`config.mk`:
```
export PLATFORM = sky130hd
export DESIGN_NAME = fifo_ctrl_flat
export DESIGN_NICKNAME = d
export VERILOG_FILES = /design/src/rtl/fifo_ctrl_if.sv /design/src/rtl/fifo_ctrl.sv /design/src/flat_wrapper.sv
export SDC_FILE = /design/constraint.sdc
export NUM_CORES = 1
export LEC_CHECK = 0
export BUFFER_PORTS_ARGS = -buffer_cell sky130_fd_sc_hd__buf_2
export CAP_MARGIN = 20
export CORE_UTILIZATION = 43
export CTS_BUF_LIST = sky130_fd_sc_hd__clkbuf_4
export CTS_CLUSTER_DIAMETER = 30
export DETAILED_ROUTE_END_ITERATION = 6
export PLACE_DENSITY = 0.64
export REMOVE_ABC_BUFFERS = 1
export SYNTH_ARGS = -nofsm -noshare
export SYNTH_HDL_FRONTEND = slang
export SYNTH_SLANG_ARGS = --single-unit
```
`constraint.sdc`:
```
create_clock -name clk -period 4.86 [get_ports clk]
set_input_delay 0.243 -clock clk [delete_from_list [all_inputs] [get_ports clk]]
set_output_delay 0.243 -clock clk [all_outputs]
set_load 0.005 [all_outputs]
```
`src/rtl/fifo_ctrl_if.sv`:
```
// Request/strobe/flag bundle between producer-consumer logic and the FIFO pointer controller.
interface fifo_ctrl_if #(
  parameter int ADDR_W = 4
);
  logic              wr_req;
  logic              rd_req;
  logic              flush;
  logic              err_clr;
  logic              wr_en;
  logic              rd_en;
  logic [ADDR_W-1:0] b_wrptr;
  logic [ADDR_W-1:0] b_rdptr;
  logic              full;
  logic              empty;
  logic              almost_full;
  logic              almost_empty;
  logic [ADDR_W:0]   count;
  logic              rd_valid;
  logic              ovf;
  logic              udf;

  modport master (
    output wr_req, rd_req, flush, err_clr,
    input  wr_en, rd_en, b_wrptr, b_rdptr, full, empty, almost_full, almost_empty,
    input  count, rd_valid, ovf, udf
  );

  modport slave (
    input  wr_req, rd_req, flush, err_clr,
    output wr_en, rd_en, b_wrptr, b_rdptr, full, empty, almost_full, almost_empty,
    output count, rd_valid, ovf, udf
  );
endinterface

```
`src/rtl/fifo_ctrl.sv`:
```
// Pointer/flag controller for a 16x8 FIFO memory; strobes are combinational, flags registered, read data valid 1 clk later.
// Requests against a full/empty FIFO are dropped (no retry) and latched into sticky ovf/udf.
module fifo_ctrl #(
  parameter int ADDR_W   = 4,
  parameter int AF_LEVEL = 14,
  parameter int AE_LEVEL = 2
) (
  input logic       clk,
  input logic       rst_n,
  fifo_ctrl_if.slave bus
);

  localparam logic [ADDR_W:0] AF_TH = AF_LEVEL[ADDR_W:0];
  localparam logic [ADDR_W:0] AE_TH = AE_LEVEL[ADDR_W:0];
  localparam logic [ADDR_W:0] ONE   = {{ADDR_W{1'b0}}, 1'b1};

  logic [ADDR_W:0] wptr, rptr, wptr_nxt, rptr_nxt, cnt_nxt, cnt_q;
  logic            full_q, empty_q, af_q, ae_q, rdv_q, ovf_q, udf_q;
  logic            wr_acc, rd_acc, wr_rej, rd_rej;

  always_comb begin
    wr_acc = bus.wr_req & ~full_q  & ~bus.flush;
    rd_acc = bus.rd_req & ~empty_q & ~bus.flush;
    wr_rej = bus.wr_req &  full_q  & ~bus.flush;
    rd_rej = bus.rd_req &  empty_q & ~bus.flush;
  end

  // Flags are computed from the next pointer values so they land on the same edge as the pointers.
  always_comb begin
    wptr_nxt = wptr;
    rptr_nxt = rptr;
    if (bus.flush) begin
      wptr_nxt = '0;
      rptr_nxt = '0;
    end else begin
      if (wr_acc) wptr_nxt = wptr + ONE;
      if (rd_acc) rptr_nxt = rptr + ONE;
    end
    cnt_nxt = wptr_nxt - rptr_nxt;
  end

  always_ff @(posedge clk or negedge rst_n) begin
    if (!rst_n) begin
      wptr    <= '0;
      rptr    <= '0;
      cnt_q   <= '0;
      full_q  <= 1'b0;
      empty_q <= 1'b1;
      af_q    <= 1'b0;
      ae_q    <= 1'b1;
      rdv_q   <= 1'b0;
      ovf_q   <= 1'b0;
      udf_q   <= 1'b0;
    end else begin
      wptr    <= wptr_nxt;
      rptr    <= rptr_nxt;
      cnt_q   <= cnt_nxt;
      full_q  <= (wptr_nxt[ADDR_W] != rptr_nxt[ADDR_W]) &&
                 (wptr_nxt[ADDR_W-1:0] == rptr_nxt[ADDR_W-1:0]);
      empty_q <= (wptr_nxt == rptr_nxt);
      af_q    <= (cnt_nxt >= AF_TH);
      ae_q    <= (cnt_nxt <= AE_TH);
      rdv_q   <= rd_acc;
      // A new error in the same cycle as err_clr wins.
      ovf_q   <= wr_rej | (ovf_q & ~bus.err_clr);
      udf_q   <= rd_rej | (udf_q & ~bus.err_clr);
    end
  end

  assign bus.wr_en        = wr_acc;
  assign bus.rd_en        = rd_acc;
  assign bus.b_wrptr      = wptr[ADDR_W-1:0];
  assign bus.b_rdptr      = rptr[ADDR_W-1:0];
  assign bus.count        = cnt_q;
  assign bus.full         = full_q;
  assign bus.empty        = empty_q;
  assign bus.almost_full  = af_q;
  assign bus.almost_empty = ae_q;
  assign bus.rd_valid     = rdv_q;
  assign bus.ovf          = ovf_q;
  assign bus.udf          = udf_q;

endmodule
```
`src/flat_wrapper.sv`:
```
// flat-port wrapper written by rule: the top's interface ports become plain ports
module fifo_ctrl_flat 
#(
  parameter int ADDR_W   = 4,
  parameter int AF_LEVEL = 14,
  parameter int AE_LEVEL = 2
)
  (clk, rst_n, bus_wr_req, bus_rd_req, bus_flush, bus_err_clr, bus_wr_en, bus_rd_en, bus_b_wrptr, bus_b_rdptr, bus_full, bus_empty, bus_almost_full, bus_almost_empty, bus_count, bus_rd_valid, bus_ovf, bus_udf);
  fifo_ctrl_if #(.ADDR_W(ADDR_W)) bus_i ();
  input logic clk;
  input logic rst_n;
  input wire logic [$bits(bus_i.wr_req)-1:0] bus_wr_req;
  input wire logic [$bits(bus_i.rd_req)-1:0] bus_rd_req;
  input wire logic [$bits(bus_i.flush)-1:0] bus_flush;
  input wire logic [$bits(bus_i.err_clr)-1:0] bus_err_clr;
  output wire logic [$bits(bus_i.wr_en)-1:0] bus_wr_en;
  output wire logic [$bits(bus_i.rd_en)-1:0] bus_rd_en;
  output wire logic [$bits(bus_i.b_wrptr)-1:0] bus_b_wrptr;
  output wire logic [$bits(bus_i.b_rdptr)-1:0] bus_b_rdptr;
  output wire logic [$bits(bus_i.full)-1:0] bus_full;
  output wire logic [$bits(bus_i.empty)-1:0] bus_empty;
  output wire logic [$bits(bus_i.almost_full)-1:0] bus_almost_full;
  output wire logic [$bits(bus_i.almost_empty)-1:0] bus_almost_empty;
  output wire logic [$bits(bus_i.count)-1:0] bus_count;
  output wire logic [$bits(bus_i.rd_valid)-1:0] bus_rd_valid;
  output wire logic [$bits(bus_i.ovf)-1:0] bus_ovf;
  output wire logic [$bits(bus_i.udf)-1:0] bus_udf;
  assign bus_i.wr_req = bus_wr_req;
  assign bus_i.rd_req = bus_rd_req;
  assign bus_i.flush = bus_flush;
  assign bus_i.err_clr = bus_err_clr;
  assign bus_wr_en = bus_i.wr_en;
  assign bus_rd_en = bus_i.rd_en;
  assign bus_b_wrptr = bus_i.b_wrptr;
  assign bus_b_rdptr = bus_i.b_rdptr;
  assign bus_full = bus_i.full;
  assign bus_empty = bus_i.empty;
  assign bus_almost_full = bus_i.almost_full;
  assign bus_almost_empty = bus_i.almost_empty;
  assign bus_count = bus_i.count;
  assign bus_rd_valid = bus_i.rd_valid;
  assign bus_ovf = bus_i.ovf;
  assign bus_udf = bus_i.udf;
  fifo_ctrl #(.ADDR_W(ADDR_W), .AF_LEVEL(AF_LEVEL), .AE_LEVEL(AE_LEVEL)) u_core (.clk(clk), .rst_n(rst_n), .bus(bus_i));
endmodule
```
# Word level (Yosys, flattened, before mapping)
# Index checks and enable logic that the tools add are counted.
[totals] reg_bits=22 latch_bits=0 mem_bits_rw=0 mem_bits_ro=0 in_bits=6 output_inout_bits=22 mem_count=0
[classes] n_addsub=3 multipliers=0 div=0 n_lt_le_gt_ge=2 eq_ne=3 shift=0 mux=4 n_bitwise=16 reduce_logical=1
[ops] cell="$mux W5" count=4
[ops] cell="$add A5 B1 Y5 const B" count=2
[ops] cell="$and A1 B1 Y1" count=10
[ops] cell="$eq A5 B5 Y1" count=1
[ops] cell="$ge A5 B4 Y1 const B" count=1
[ops] cell="$le A5 B2 Y1 const B" count=1
[ops] cell="$sub A5 B5 Y5" count=1
[ops] cell="$eq A4 B4 Y1" count=1
[ops] cell="$not A1 Y1" count=4
[ops] cell="$or A1 B1 Y1" count=2
[ops] cell="$logic_and A1 B1 Y1" count=1
[ops] cell="$ne A1 B1 Y1" count=1

# Depth between registers and ports, before layout
# Gate-level depths: netlist of run 1.
[logic_depth] word_depth=7 ltp_mapped=13 mapped_depth_nobuf=12

# Worst setup path before layout of run 1
# OpenSTA, ideal clock, no wires.
[synth_path] path_kind="register to register" start="register u_core.full_q (netlist: u_core.bus.full)" end="register u_core.af_q (netlist: u_core.bus.almost_full)" arrival_ns=2.559 required_time_ns=4.793 slack_ns=2.234 path_stages_with_launch=13 synth_period_minus_slack_ns=2.626 cell_sequence="dfrtp_1 -> or3b_4 -> inv_1 -> xnor2_1 -> or2_2 -> ha_1 -> inv_1 -> fa_1 -> a21o_1 -> a21oi_1 -> o41ai_2 -> nor3_1 -> a311o_1"
[synth_between] elab_chain_cells=7
[synth_lines] item="from (decl)" line="fifo_ctrl.sv:18" source="logic full_q, empty_q, af_q, ae_q, rdv_q, ovf_q, udf_q;"
[synth_lines] item="from (signal assigned)" line="fifo_ctrl.sv:58" source="full_q <= (wptr_nxt[ADDR_W] != rptr_nxt[ADDR_W]) &&"
[synth_lines] item="$not A1 Y1" line="fifo_ctrl.sv:22" source="wr_acc = bus.wr_req & ~full_q & ~bus.flush;"
[synth_lines] item="$and A1 B1 Y1 (2 in a row)" line="fifo_ctrl.sv:22"
[synth_lines] item="via bus_wr_en" line="flat_wrapper.sv:16" source="output wire logic [$bits(bus_i.wr_en)-1:0] bus_wr_en;"
[synth_lines] item="$mux W5" line="fifo_ctrl.sv:36" source="if (wr_acc) wptr_nxt = wptr + ONE;"
[synth_lines] item="$mux W5" line="fifo_ctrl.sv:32" source="if (bus.flush) begin"
[synth_lines] item="$sub A5 B5 Y5" line="fifo_ctrl.sv:39" source="cnt_nxt = wptr_nxt - rptr_nxt;"
[synth_lines] item="$ge A5 B4 Y1" line="fifo_ctrl.sv:61" source="af_q <= (cnt_nxt >= AF_TH);"
[synth_lines] item="to (signal assigned)" line="fifo_ctrl.sv:61"
[synth_lines] item="to (decl)" line="fifo_ctrl.sv:18"
# The timed path passes the listed nets, and every way through them passes these cells.

# Worst setup path in the final report of run 1
[layout_path] start="register u_core.full_q (netlist: u_core.bus.full)" end="register u_core.af_q (netlist: u_core.bus.almost_full)"
[layout_between] elab_chain_cells=7
[layout_lines] item="$not A1 Y1" line="fifo_ctrl.sv:22"
[layout_lines] item="$and A1 B1 Y1 (2 in a row)" line="fifo_ctrl.sv:22"
[layout_lines] item="$mux W5" line="fifo_ctrl.sv:36"
[layout_lines] item="$mux W5" line="fifo_ctrl.sv:32"
[layout_lines] item="$sub A5 B5 Y5" line="fifo_ctrl.sv:39"
[layout_lines] item="$ge A5 B4 Y1" line="fifo_ctrl.sv:61"
# No other way between the ends.

==> results of run 1 <==
[area by class of cell]
type	count	area, um^2	area share
clock buffers	3	22.5	0.0173
inverters	9	33.8	0.0260
clock inverters	1	3.75	0.00288
repair buffers	28	145	0.112
well taps	30	37.5	0.0288
multi-input cells	64	505	0.388
flip-flops and latches	22	553	0.425
[registers in the layout, indices dropped and copies added, names as in the netlist]
signal                   cells
u_core.bus.almost_empty      1
u_core.bus.almost_full       1
u_core.bus.count             5
u_core.bus.empty             1
u_core.bus.full              1
u_core.bus.ovf               1
u_core.bus.rd_valid          1
u_core.bus.udf               1
u_core.rptr                  5
u_core.wptr                  5
[per-stage QoR]
| step | instance area [um^2] | total power [uW] | util | std cells |
|---|---|---|---|---|
| after detailed placement | 1260 | 350 | 0.501 | 152 |
| after global routing | 1300 | 457 | 0.516 | 157 |
| after CTS | 1300 | 434 | 0.516 | 157 |
| final | 1300 | 427 | 0.516 | 157 |
| after global placement | 1260 | 347 | 0.501 | 152 |
| after floorplan | 1090 | 299 | - | 95 |
[what timing repair did]
| action | in CTS | in global routing |
|---|---|---|
| hold endpoints to repair | 20 | 0 |
| setup endpoints to repair | 0 | 0 |
| hold buffers | 1 | 0 |
[worst paths after layout]
path / endpoint / start / cells after the start / slack, ps
worst min register to register: u_core.bus.udf$_DFF_PN0_ / u_core.bus.udf$_DFF_PN0_ / 1 / 500
min in group asynchronous: u_core.rptr[1]$_DFF_PN0_ / rst_n / 2 / 420
worst max-delay path: u_core.bus.almost_full$_DFF_PN0_ / u_core.bus.full$_DFF_PN0_ / 12 / 1980
worst min-delay path: u_core.bus.udf$_DFF_PN0_ / bus_rd_req / 2 / 220
max in group asynchronous: u_core.bus.almost_empty$_DFF_PN1_ / rst_n / 2 / 4090
worst max register to register: u_core.bus.almost_full$_DFF_PN0_ / u_core.bus.full$_DFF_PN0_ / 12 / 1980
[kinds of logic after synthesis]
group	count (synthesis)	share of synthesized area
compound gates	18	0.132
xor+xnor	8	0.0600
flops	22	0.474
buf+inv	19	0.0932
simple gates	29	0.143
fa+ha+maj	7	0.0815
mux	2	0.0171
[power breakdown]
group	switching [uW]	leakage, uW	total [uW]	internal [uW]
clock	52.4	0.0000154	82.4	29.9
sequential	11.7	0.000294	228	217
combinational	58.9	0.000377	116	57.0
total	123	0.000686	427	304
[cell usage after synthesis, types with 2 or more instances]
| library cell | number |
|---|---|
| a21o_1 | 2 |
| a21oi_1 | 5 |
| a32o_1 | 2 |
| buf_4 | 8 |
| dfrtp_1 | 20 |
| dfstp_2 | 2 |
| ha_1 | 6 |
| inv_1 | 9 |
| mux2i_1 | 2 |
| nand2_1 | 3 |
| nand4_1 | 3 |
| nor2_1 | 7 |
| or2_2 | 4 |
| xnor2_1 | 3 |
| xor2_1 | 5 |
[worst max-delay path: stages (launching register included)]
cell and delay [ps]:
dfrtp_1 420, or3b_4 410, inv_1 130, xnor2_1 130, or2_2 160, ha_1 140
inv_1 60, fa_1 390, a21o_1 190, a21oi_1 250, o41ai_2 120, nor3_1 260
a311o_1 170
[routing by layer]
metal	up-vias	GRT usage	share of wire
met5	-	0	0
met4	0	0.0641	0.011
met3	4	0.0254	0.038
met2	18	0.298	0.52
met1	405	0.198	0.43
li1	400	-	-
==> metrics.txt, run 1 <==
crit end category=flop; Final Max Tran Viols=0; VDD IR max=roughly 0.18 mV; final hold viol count=0; layout cells sized above 1=0.323; dominant cells by area after synthesis=dfrtp_1, ha_1, buf_4; Fillers=between 200 and 250; Die H=54.1 um; wire per inst=roughly 14 um; post-synth top area share=0.429; path category of the worst min-delay check=in -> reg; Core Box Area=2520 um^2; RSZ-0062 raised after global routing=no; GPL Wtd Cong=between 0.7 and 0.8; Max-Cap Viols=0; post-CTS setup buffer count=0; cts repair resizes=0; first-pass GRT wire length=~3.4 mm; grt total ovfl=0; Startpoint Class=flop; root buffer cell=clkbuf_4; FF+latch count, synth=22; synthesized cell area=between 1000 and 1500 um^2; Worst-path clk slew=around 120 ps; DR iter-0 viols=11; htree depth=1; Vias=approximately 830; kind of critical path=reg -> reg; Top Ports=28; ys flop type=dfrtp_1; initial antenna violation count=0; Static Leak=between 0.0006 and 0.0007 uW; async set-reset flop share out of synthesis=1.00; skew final=1.26 ps; number of flops mapped to enable cells by yosys=0; area leader, netlist=dfrtp_1; Residual DRC=0; First-pass DRT Iterations=4; PnR worst setup slack=~2000 ps; Total GRT Usage=0.166; Synth cell types=39; Routed WL=between 2 and 2.5 mm; setup TNS=0 ps; largest net degree at the start of global routing=23; CTS Sinks=22; CP Data Required Time=between 5000 and 6000 ps; CTS tree=yes; Die Wd=~54 um; diode count=0; Port Buf Inserts=27; CTS buffer count=3; Place WS=about 1900 ps; Initial Util=0.463; critical path arrival=about 3100 ps; Rel. slew slack=0.667; Least-Margin Pin Slew=around 500 ps; status=finished clean; Core Rows=18; Max Buffers Root-to-Sink=2; die area=a little under 3000 um^2; FMAX=between 300 and 400 MHz; hpwl dp=roughly 1.7 mm; DR vias/cell=5.27; post-synthesis cell count=105; post-synthesis sequential area ratio=0.474; Finish-stage setup viols=0; power per cell area=roughly 330 nW/um^2; crit path time final=2880 ps; Final ANT Viol Nets=0; post-route clock period utilization=0.593; Max FO, Critical Path=4; synth warn=0; vias in the first global route=777; hold slack=between 200 and 250 ps; Final Net Count=141; syn avg cell area=roughly 11 um^2; Layout area overhead=11.5%; clock latency on the worst-skew pair=300 ps; most common cell after layout, fill and taps aside=buf_2; commonest non-fill, non-tap cells in the layout=buf_2, dfrtp_1, inv_1
Note: power is estimated with default switching activity, not from simulation.
==> inputs of run 2 (changes only) <==
--- a/config.mk
+++ b/config.mk
@@ -11,7 +11,7 @@
 export CTS_BUF_LIST = sky130_fd_sc_hd__clkbuf_4
 export CTS_CLUSTER_DIAMETER = 30
 export DETAILED_ROUTE_END_ITERATION = 6
-export PLACE_DENSITY = 0.64
+export PLACE_DENSITY = 0.67
 export REMOVE_ABC_BUFFERS = 1
 export SYNTH_ARGS = -nofsm -noshare
 export SYNTH_HDL_FRONTEND = slang
==> constraint.sdc (replaced) <==
create_clock -name clk -period 2.4 [get_ports clk]
set_input_delay 0.12 -clock clk [delete_from_list [all_inputs] [get_ports clk]]
set_output_delay 0.12 -clock clk [all_outputs]
set_load 0.005 [all_outputs]
==> run 2 against run 1 <==
The flow now finishes with violations (setup timing). Power grew 130%. First-iteration DRC count decreased by 18%. Worst hold slack got worse by 93 ps. Worst setup slack worse by 2100 ps. Clock skew increased by 3.5 ps. Clock-buffer cell count unchanged. Final area up 17%. Non-clock buffer count rose by 21. Combinational power increased to 2.9 times the previous value. Critical path type unchanged.
==> metrics.txt, run 2 (synthesized netlist as in run 1, its figures left out) <==
FMAX=402 MHz (+16%); grt met2 use=0.319 (+0.0206); path category of the worst min-delay check=in -> reg; violated checks=setup timing; Switch Pwr=291 uW (+140%); RR Endpoint=u_core.bus.almost_full$_DFF_PN0_; DR vias/cell=5.11 (-3.1%); hold slack=124 ps (-92.6 ps); Routed WL=2.52 mm (+18%); initial antenna violation count=0 (unchanged); skew final=4.79 ps (+3.53 ps); htree depth=1 (unchanged); crit end category=flop; CTS tree=yes; Worst-path clk slew=130 ps (about the same); Layout area overhead=30.2%; Startpoint Class=flop; power per cell area=643 nW/um^2 (+96%); status=finished, violations left; met3 Usage GRT=0.0254 (unchanged); root buffer cell=clkbuf_4; Hold Path Cell Cnt=3 (+1); Die H=54.1 um (unchanged); grt total ovfl=0 (unchanged); busiest grt layer=met2; diode count=0 (unchanged); Core Box Area=2520 um^2 (unchanged); Static Leak=0.000806 uW (+18%); critical hold path startpoint=bus_err_clr; CTS buffer count=3 (unchanged); die area=2930 um^2 (unchanged); post-route clock period utilization=1.04 (+0.443); part of the power in registers=0.472 (-0.063); Port Buf Inserts=27 (unchanged); commonest non-fill, non-tap cells in the layout=buf_2, buf_4, dfrtp_1; Total GRT Usage=0.181 (+0.0148); vias in the first global route=868 (+12%); First-pass DRT Iterations=5 (+1); Rel. slew slack=0.644 (-0.0230); hpwl dp=1.85 mm (+6.4%); Die Wd=54.1 um (unchanged); CTS Sinks=22 (unchanged); Initial Util=0.463 (unchanged); P_int=687 uW (+130%); Fillers=222 (-5.9%); Top Ports=28 (unchanged); Max Buffers Root-to-Sink=2 (unchanged); RSZ-0062 raised after global routing=yes; PnR worst setup slack=-86.5 ps (-2060 ps); RR Startpoint=u_core.bus.full$_DFF_PN0_; GPL Wtd Cong=0.871 (+16%); switching share of power=0.298 (+0.00920); largest net degree at the start of global routing=23 (unchanged); Final Max Tran Viols=0 (unchanged); setup TNS=-206 ps (-206 ps); kind of critical path=reg -> reg; crit path time final=2490 ps (-397 ps); clock latency on the worst-skew pair=310 ps (about the same); DR iter-0 viols=9 (-2); Core Rows=18 (unchanged); Worst R2R Setup Slack=-90 ps (-2060 ps); critical path arrival=2740 ps (-390 ps); VDD IR max=0.386 mV (+110%); layout cells sized above 1=0.500 (+0.177); first-pass GRT wire length=3.70 mm (+10%); Hold Path End=u_core.bus.ovf$_DFF_PN0_; multi-input combinational cell area=562 um^2 (+11%); final hold viol count=0 (unchanged); met1 GRT Util=0.234 (+0.0364); Final Net Count=162 (+15%); wire per inst=14.2 um (+3.7%); most common cell after layout, fill and taps aside=buf_2; depth of the worst register-to-register path=12 (unchanged); CP Data Required Time=2660 ps (-2450 ps); combinational power share=0.348 (+0.076); Max FO, Critical Path=3 (-1); Clk pwr share=0.181 (-0.012); flip-flop and latch area=553 um^2 (unchanged); Final ANT Viol Nets=0 (unchanged); Residual DRC=0 (unchanged); Max-Cap Viols=0 (unchanged); Least-Margin Pin Slew=529 ps (+34.2 ps); Finish-stage setup viols=3 (+3); Vias=909 (+9.9%)
run 2: cell count changes in the layout (fill, tap and decap cells not counted), sizes merged:
cell,before,now
buf,27,48
run 2: timing repair:
item | CTS | global route
setup endpoints to repair | 3 | 5
setup buffers | 2 | 2
pin swaps | 2 | 1
resized for setup | 10 | 6
hold endpoints to repair | 20 | 0
cloned | 0 | 0
hold buffers | 1 | 0
run 2: area by class of cell:
class	count	area share
multi-input combinational	64	0.370
inverter	9	0.0255
clock inverter	1	0.00247
tap	30	0.0247
sequential	22	0.364
clock buffer	3	0.0148
timing repair buffer	49	0.199
run 2: per-stage QoR:
stage / area, um^2 / power [uW] / util / setup WS (ps) / std cells
after global placement: 1390 / 754 / 0.552 / -196 / 169
final: 1520 / 978 / 0.603 / -86.5 / 178
after detailed placement: 1390 / 762 / 0.552 / -280 / 169
after global routing: 1520 / 1040 / 0.603 / -245 / 178
after CTS: 1480 / 953 / 0.585 / -55.2 / 176
after floorplan: 1090 / 605 / - / -226 / 95
run 2: power by group through the flow:
stage | Combinational [uW] | Sequential (uW) | Clock, uW
2_1_floorplan | 125 | 480 | 0
3_3_place_gp | 290 | 464 | 0
3_5_place_dp | 296 | 467 | 0
4_1_cts | 316 | 460 | 177
5_1_grt | 377 | 466 | 193
6_report | 340 | 461 | 177
run 2: routing by layer:
layer  vias to the layer above  part of all wire
met3                         2             0.041
met2                        23              0.50
met1                       441              0.46
met5                         -                 0
met4                         0            0.0060
li1                        443                 -
run 2: worst max path at each step:
stage / start / to / cells after the start
finish: u_core.bus.full$_DFF_PN0_ / u_core.bus.almost_full$_DFF_PN0_ / 12
global route: u_core.bus.full$_DFF_PN0_ / u_core.bus.almost_full$_DFF_PN0_ / 12
CTS: u_core.bus.full$_DFF_PN0_ / u_core.bus.almost_full$_DFF_PN0_ / 11
detailed placement: u_core.bus.full$_DFF_PN0_ / u_core.bus.almost_full$_DFF_PN0_ / 12
global placement: u_core.bus.full$_DFF_PN0_ / u_core.bus.almost_full$_DFF_PN0_ / 12
floorplan: u_core.bus.full$_DFF_PN0_ / u_core.bus.almost_full$_DFF_PN0_ / 12
run 2: critical path, stage by stage (launching register included):
cell and delay [ps]:
dfrtp_1 400, or3b_4 390, inv_4 70, xnor2_2 100
or2_4 150, ha_4 130, inv_4 30, fa_2 330
a21o_1 190, a21oi_2 170, o41ai_2 110, nor3_2 210
a311o_1 140
